### config.mk
export PLATFORM = sky130hd
export DESIGN_NAME = rr_reg_arbiter
export DESIGN_NICKNAME = d
export VERILOG_FILES = /design/src/rtl/rr_reg_arbiter.sv
export SDC_FILE = /design/constraint.sdc
export NUM_CORES = 1
export LEC_CHECK = 0
export CORE_ASPECT_RATIO = 0.5
export CORE_MARGIN = 3
export CORE_UTILIZATION = 35
export DETAILED_ROUTE_END_ITERATION = 12
export DONT_BUFFER_PORTS = 1
export HOLD_SLACK_MARGIN = 0.05
export PLACE_DENSITY_LB_ADDON = 0.05
export SKIP_LAST_GASP = 1
export SLEW_MARGIN = 15
export SYNTH_ARGS = -nofsm -noshare
export SYNTH_HDL_FRONTEND = slang
export SYNTH_SLANG_ARGS = --single-unit
### constraint.sdc
create_clock -name clk -period 2.26 [get_ports clk]
set_input_delay 0.113 -clock clk [delete_from_list [all_inputs] [get_ports clk]]
set_output_delay 0.113 -clock clk [all_outputs]
set_load 0.05 [all_outputs]
### src/rtl/rr_reg_arbiter.sv
// Round-robin arbiter that hands one shared D-type output register to one lane at a time,
// capturing the owner's data every granted cycle and forcing a hand-over after MAX_HOLD captures.
module rr_reg_arbiter #(
    parameter int NUM_REQ  = 4,
    parameter int DATA_W   = 8,
    parameter int MAX_HOLD = 4
) (
    input  logic                        clk,
    input  logic                        rst_n,
    input  logic [NUM_REQ-1:0]          req_i,
    input  logic [NUM_REQ*DATA_W-1:0]   data_i,
    output logic [NUM_REQ-1:0]          gnt_o,
    output logic [$clog2(NUM_REQ)-1:0]  owner_o,
    output logic [DATA_W-1:0]           q_o,
    output logic                        q_valid_o
);

    localparam int IW = $clog2(NUM_REQ);
    localparam int HW = (MAX_HOLD > 1) ? $clog2(MAX_HOLD) : 1;
    localparam logic [HW-1:0] HOLD_LAST = HW'(MAX_HOLD - 1);

    typedef enum logic {IDLE, GRANT} state_t;

    state_t               state_q, state_d;
    logic [NUM_REQ-1:0]   gnt_q, gnt_d;
    logic [IW-1:0]        owner_q, owner_d;
    logic [IW-1:0]        ptr_q, ptr_d;
    logic [DATA_W-1:0]    q_q, q_d;
    logic                 valid_q, valid_d;
    logic [HW-1:0]        hold_q, hold_d;

    logic [DATA_W-1:0]    lane [NUM_REQ];
    logic [NUM_REQ-1:0]   others;
    logic [IW-1:0]        first_win;
    logic [IW-1:0]        next_win;
    logic                 rotate;

    for (genvar g = 0; g < NUM_REQ; g++) begin : g_lane
        assign lane[g] = data_i[g*DATA_W +: DATA_W];
    end

    // First set bit of r at or after start, wrapping; callers guarantee r is non-zero.
    function automatic logic [IW-1:0] rr_pick(input logic [NUM_REQ-1:0] r,
                                              input logic [IW-1:0]      start);
        logic [IW-1:0] win;
        logic          found;
        int            idx;
        win   = start;
        found = 1'b0;
        for (int i = 0; i < NUM_REQ; i++) begin
            idx = (int'(start) + i) % NUM_REQ;
            if (!found && r[idx]) begin
                win   = IW'(idx);
                found = 1'b1;
            end
        end
        return win;
    endfunction

    always_ff @(posedge clk or negedge rst_n) begin
        if (!rst_n) begin
            state_q <= IDLE;
            gnt_q   <= '0;
            owner_q <= '0;
            ptr_q   <= '0;
            q_q     <= '0;
            valid_q <= 1'b0;
            hold_q  <= '0;
        end else begin
            state_q <= state_d;
            gnt_q   <= gnt_d;
            owner_q <= owner_d;
            ptr_q   <= ptr_d;
            q_q     <= q_d;
            valid_q <= valid_d;
            hold_q  <= hold_d;
        end
    end

    // The owner's own bit is masked out, so searching from owner_q starts effectively at owner+1.
    always_comb begin
        state_d   = state_q;
        gnt_d     = gnt_q;
        owner_d   = owner_q;
        ptr_d     = ptr_q;
        q_d       = q_q;
        valid_d   = 1'b0;
        hold_d    = hold_q;
        rotate    = 1'b0;
        others    = req_i & ~gnt_q;
        first_win = rr_pick(req_i, ptr_q);
        next_win  = rr_pick(others, owner_q);

        case (state_q)
            IDLE: begin
                hold_d = '0;
                if (|req_i) begin
                    state_d = GRANT;
                    gnt_d   = NUM_REQ'(1) << first_win;
                    owner_d = first_win;
                    ptr_d   = first_win;
                end
            end
            GRANT: begin
                if (req_i[owner_q]) begin
                    q_d     = lane[owner_q];
                    valid_d = 1'b1;
                    if (hold_q == HOLD_LAST) begin
                        rotate = |others;
                    end else begin
                        hold_d = hold_q + 1'b1;
                    end
                end else if (|others) begin
                    rotate = 1'b1;
                end else begin
                    state_d = IDLE;
                    gnt_d   = '0;
                    hold_d  = '0;
                end
            end
            default: begin
                state_d = IDLE;
                gnt_d   = '0;
            end
        endcase

        if (rotate) begin
            gnt_d   = NUM_REQ'(1) << next_win;
            owner_d = next_win;
            ptr_d   = next_win;
            hold_d  = '0;
        end
    end

    assign gnt_o     = gnt_q;
    assign owner_o   = owner_q;
    assign q_o       = q_q;
    assign q_valid_o = valid_q;

endmodule

==> reports/qor.yml <==
outcome:
  run_status: "finished clean"
floorplan:
  die_w_um: 89.8
  dieArea_mm2: 0.00430
  core.rowCount: 14
  start_util: 0.387
  coreArea_mm2: 0.00317
  ios: 53
  fp.dieH_um: 47.9
final_layout:
  antennaDiodeCount: 0
  syn2layout_area_growth_pct: 12.3
  drive_above_1_share: 0.264
  fin_nets: 165
  multi_input_area_um2: 713
  nFillCells: 301
  seq_area_um2: 450
  stdcell_area_mm2: 0.00138
  utilization: 0.435
critical_path:
  crit_type: "flop to flop"
  crit_required_ns: 2.44
  cp.arrival_ns: 2.07
  cp-start-kind: "flop"
  path_max_fanout: 13
  worstSetupEndpointType: "flop"
run:
  drv_cap: 0
timing:
  layout_min_cycle_time_ns: 1.90
  setup_violations: 0
  finalSetupTns_ns: 0
  worstMarginPinSlew_ns: 0.874
  hold_viol: 0
  setup_ws_ns: 0.362
  report.final.slew_viol_count: 0
  fin_skew_ns: 0.00658
  post-route-period-util: 0.840
  slew_headroom: 0.415
  max_clock_freq_mhz: 527
  rsz0062_at_grt: "no"
route:
  ant_nets: 0
  post_drt_wl_per_cell_um: 17.7
  vias: 1000
  routed_wl_um: 3070
  viasPerCell: 5.78
  drt_first_iter_violations: 25
  drc: 0
  dr.pass1.iters: 4
clock_tree:
  cts.clk_slew.worst_paths_ns: 0.07
  cts_sinks: 18
  clock_latency_ns: 0.26
  htreeDepth: 1
  tritoncts: "built"
  cts_buffer_depth: 2
  postCtsSetupBuffers: 0
  cts-root-buf: "clkbuf_8"
  cts_buffers: 3
place:
  port_buffers: 0
  place_area_mm2: 0.00131
  place_congestion: 0.866
  pre_cts_ws_ns: 0.383
  dp_hpwl_um: 2390
grt:
  grtUsageTotal: 0.141
  antenna_found_initial: 0
  grt_max_degree: 19
  grt_pass1_wl_um: 4550
  overflow: 0
  first_global_vias: 903
logic_synthesis:
  synthCells: 118
  yosysWarnings: 0
  synth_area_mm2: 0.00123
  ys_ff_latch: 18
  synth.net_count: 157
  synth.avg_cell_area_um2: 10.4
  ys_types: 35
  yosysSeqAreaShare: 0.367
power_and_ir_drop:
  ir_drop_v: 0.000441
  p_leak_uw: 0.000561
  power_density_mw_per_mm2: 1660
  power_uw: 2290
worst_hold_path:
  worstHoldPathType: "input pin to flop"
critical path, cell delays in order, from the launching register on:
cell      delay [ns]
dfrtp_1         0.39
buf_4           0.26
nor2b_1         0.09
o21a_1          0.17
a21oi_1         0.31
or4b_1          0.48
o211ai_1        0.10
state kept, by name, summed over array words and instances, names as in the netlist:
signal,cells
ptr_q,2
q_o,8
gnt_o,4
q_valid_o,1
state_q,1
hold_q,2
through the flow:
stage | instances | hold slack, ns
floorplan | 118 | -0.183
detailed placement | 168 | -0.182
finish | 173 | 0.226
CTS | 173 | 0.218
global route | 173 | 0.210
global placement | 168 | -0.182
Yosys cell counts:
library cell / n / area share
o221ai_1: 2 / 0.014
ha_1: 1 / 0.010
mux2_2: 9 / 0.083
inv_1: 8 / 0.024
a21oi_1: 8 / 0.033
nand2b_1: 7 / 0.036
a22oi_1: 1 / 0.0061
nor3_1: 3 / 0.012
a2bb2oi_1: 1 / 0.0071
buf_2: 3 / 0.012
nand2_1: 9 / 0.028
clkbuf_1: 1 / 0.0031
or2_2: 1 / 0.0051
o221a_2: 1 / 0.0092
buf_1: 1 / 0.0031
nand3_1: 3 / 0.012
a211oi_1: 1 / 0.0061
mux4_2: 9 / 0.17
a31oi_1: 2 / 0.010
dfrtp_1: 18 / 0.37
or4b_1: 2 / 0.016
nand4_1: 1 / 0.0051
o211ai_1: 2 / 0.012
o22ai_1: 2 / 0.010
and3_1: 1 / 0.0051
nand3_2: 1 / 0.0082
o21a_1: 1 / 0.0061
nand3b_1: 1 / 0.0061
nor2b_1: 4 / 0.020
o21ai_1: 3 / 0.012
buf_6: 1 / 0.0092
o21ai_0: 4 / 0.016
nor2_1: 4 / 0.012
a311o_1: 1 / 0.0082
or4_1: 1 / 0.0061
routing by layer:
layer / GRT usage / routed length, um / vias to the layer above
li1: - / - / 462
met1: 0.174 / 1360 / 478
met2: 0.222 / 1320 / 58
met3: 0.0801 / 379 / 2
met4: 0.0335 / 12 / 0
met5: 0 / 0 / -
where the power goes:
group	total [uW]	switching (uW)	internal, uW
logic	1140	625	515
registers	879	414	465
clock network	267	113	155
cells by family (layout without fill, tap and decap cells):
| family | count (synthesis) | count (layout) | synth area share |
|---|---|---|---|
| and+or+nand+nor | 38 | 38 | 0.172 |
| buffers and inverters | 14 | 21 | 0.0520 |
| DFF | 18 | 18 | 0.367 |
| AOI/OAI and AO/OA | 29 | 29 | 0.151 |
| muxes | 18 | 18 | 0.248 |
| adders and majority gates | 1 | 1 | 0.0102 |
path summary, 6_finish.rpt:
check	from	to	slack (ns)	depth (start not counted)
max	ptr_q[0]	gnt_o[0]	0.36	6
min	req_i[3]	state_q	0.23	4
max reg2reg	ptr_q[0]	gnt_o[0]	0.36	6
min reg2reg	hold_q[1]	hold_q[1]	0.57	2
max in group asynchronous	rst_n	q_o[3]	1.30	1
min in group asynchronous	rst_n	hold_q[1]	0.42	1
cell usage in the layout (no fill, tap or decap), drive strengths merged, types with 2 or more instances in the layout:
| cell | Yosys | layout |
|---|---|---|
| dfrtp | 18 | 18 |
| mux4 | 9 | 9 |
| nand2 | 9 | 9 |
| mux2 | 9 | 9 |
| inv | 8 | 8 |
| a21oi | 8 | 8 |
| buf | 5 | 8 |
| nand2b | 7 | 7 |
| o21ai | 7 | 7 |
| nor2 | 4 | 4 |
| nor2b | 4 | 4 |
| clkbuf | 1 | 4 |
| nand3 | 4 | 4 |
| nor3 | 3 | 3 |
| o22ai | 2 | 2 |
| a31oi | 2 | 2 |
| or4b | 2 | 2 |
| o221ai | 2 | 2 |
| o211ai | 2 | 2 |
timing repair:
action,in CTS,in global routing
hold buffers,1,0
resized for setup,0,0
setup endpoints to repair,0,0
endpoints found under the hold margin,18,0
cell type report:
type	count	area share
Inverter	8	0.0218
Timing Repair Buffer	9	0.0508
Sequential cell	18	0.327
Multi-Input combinational cell	86	0.517
Tap cell	48	0.0436
Clock buffer	4	0.0399
Note: power is estimated with default switching activity, not from simulation.
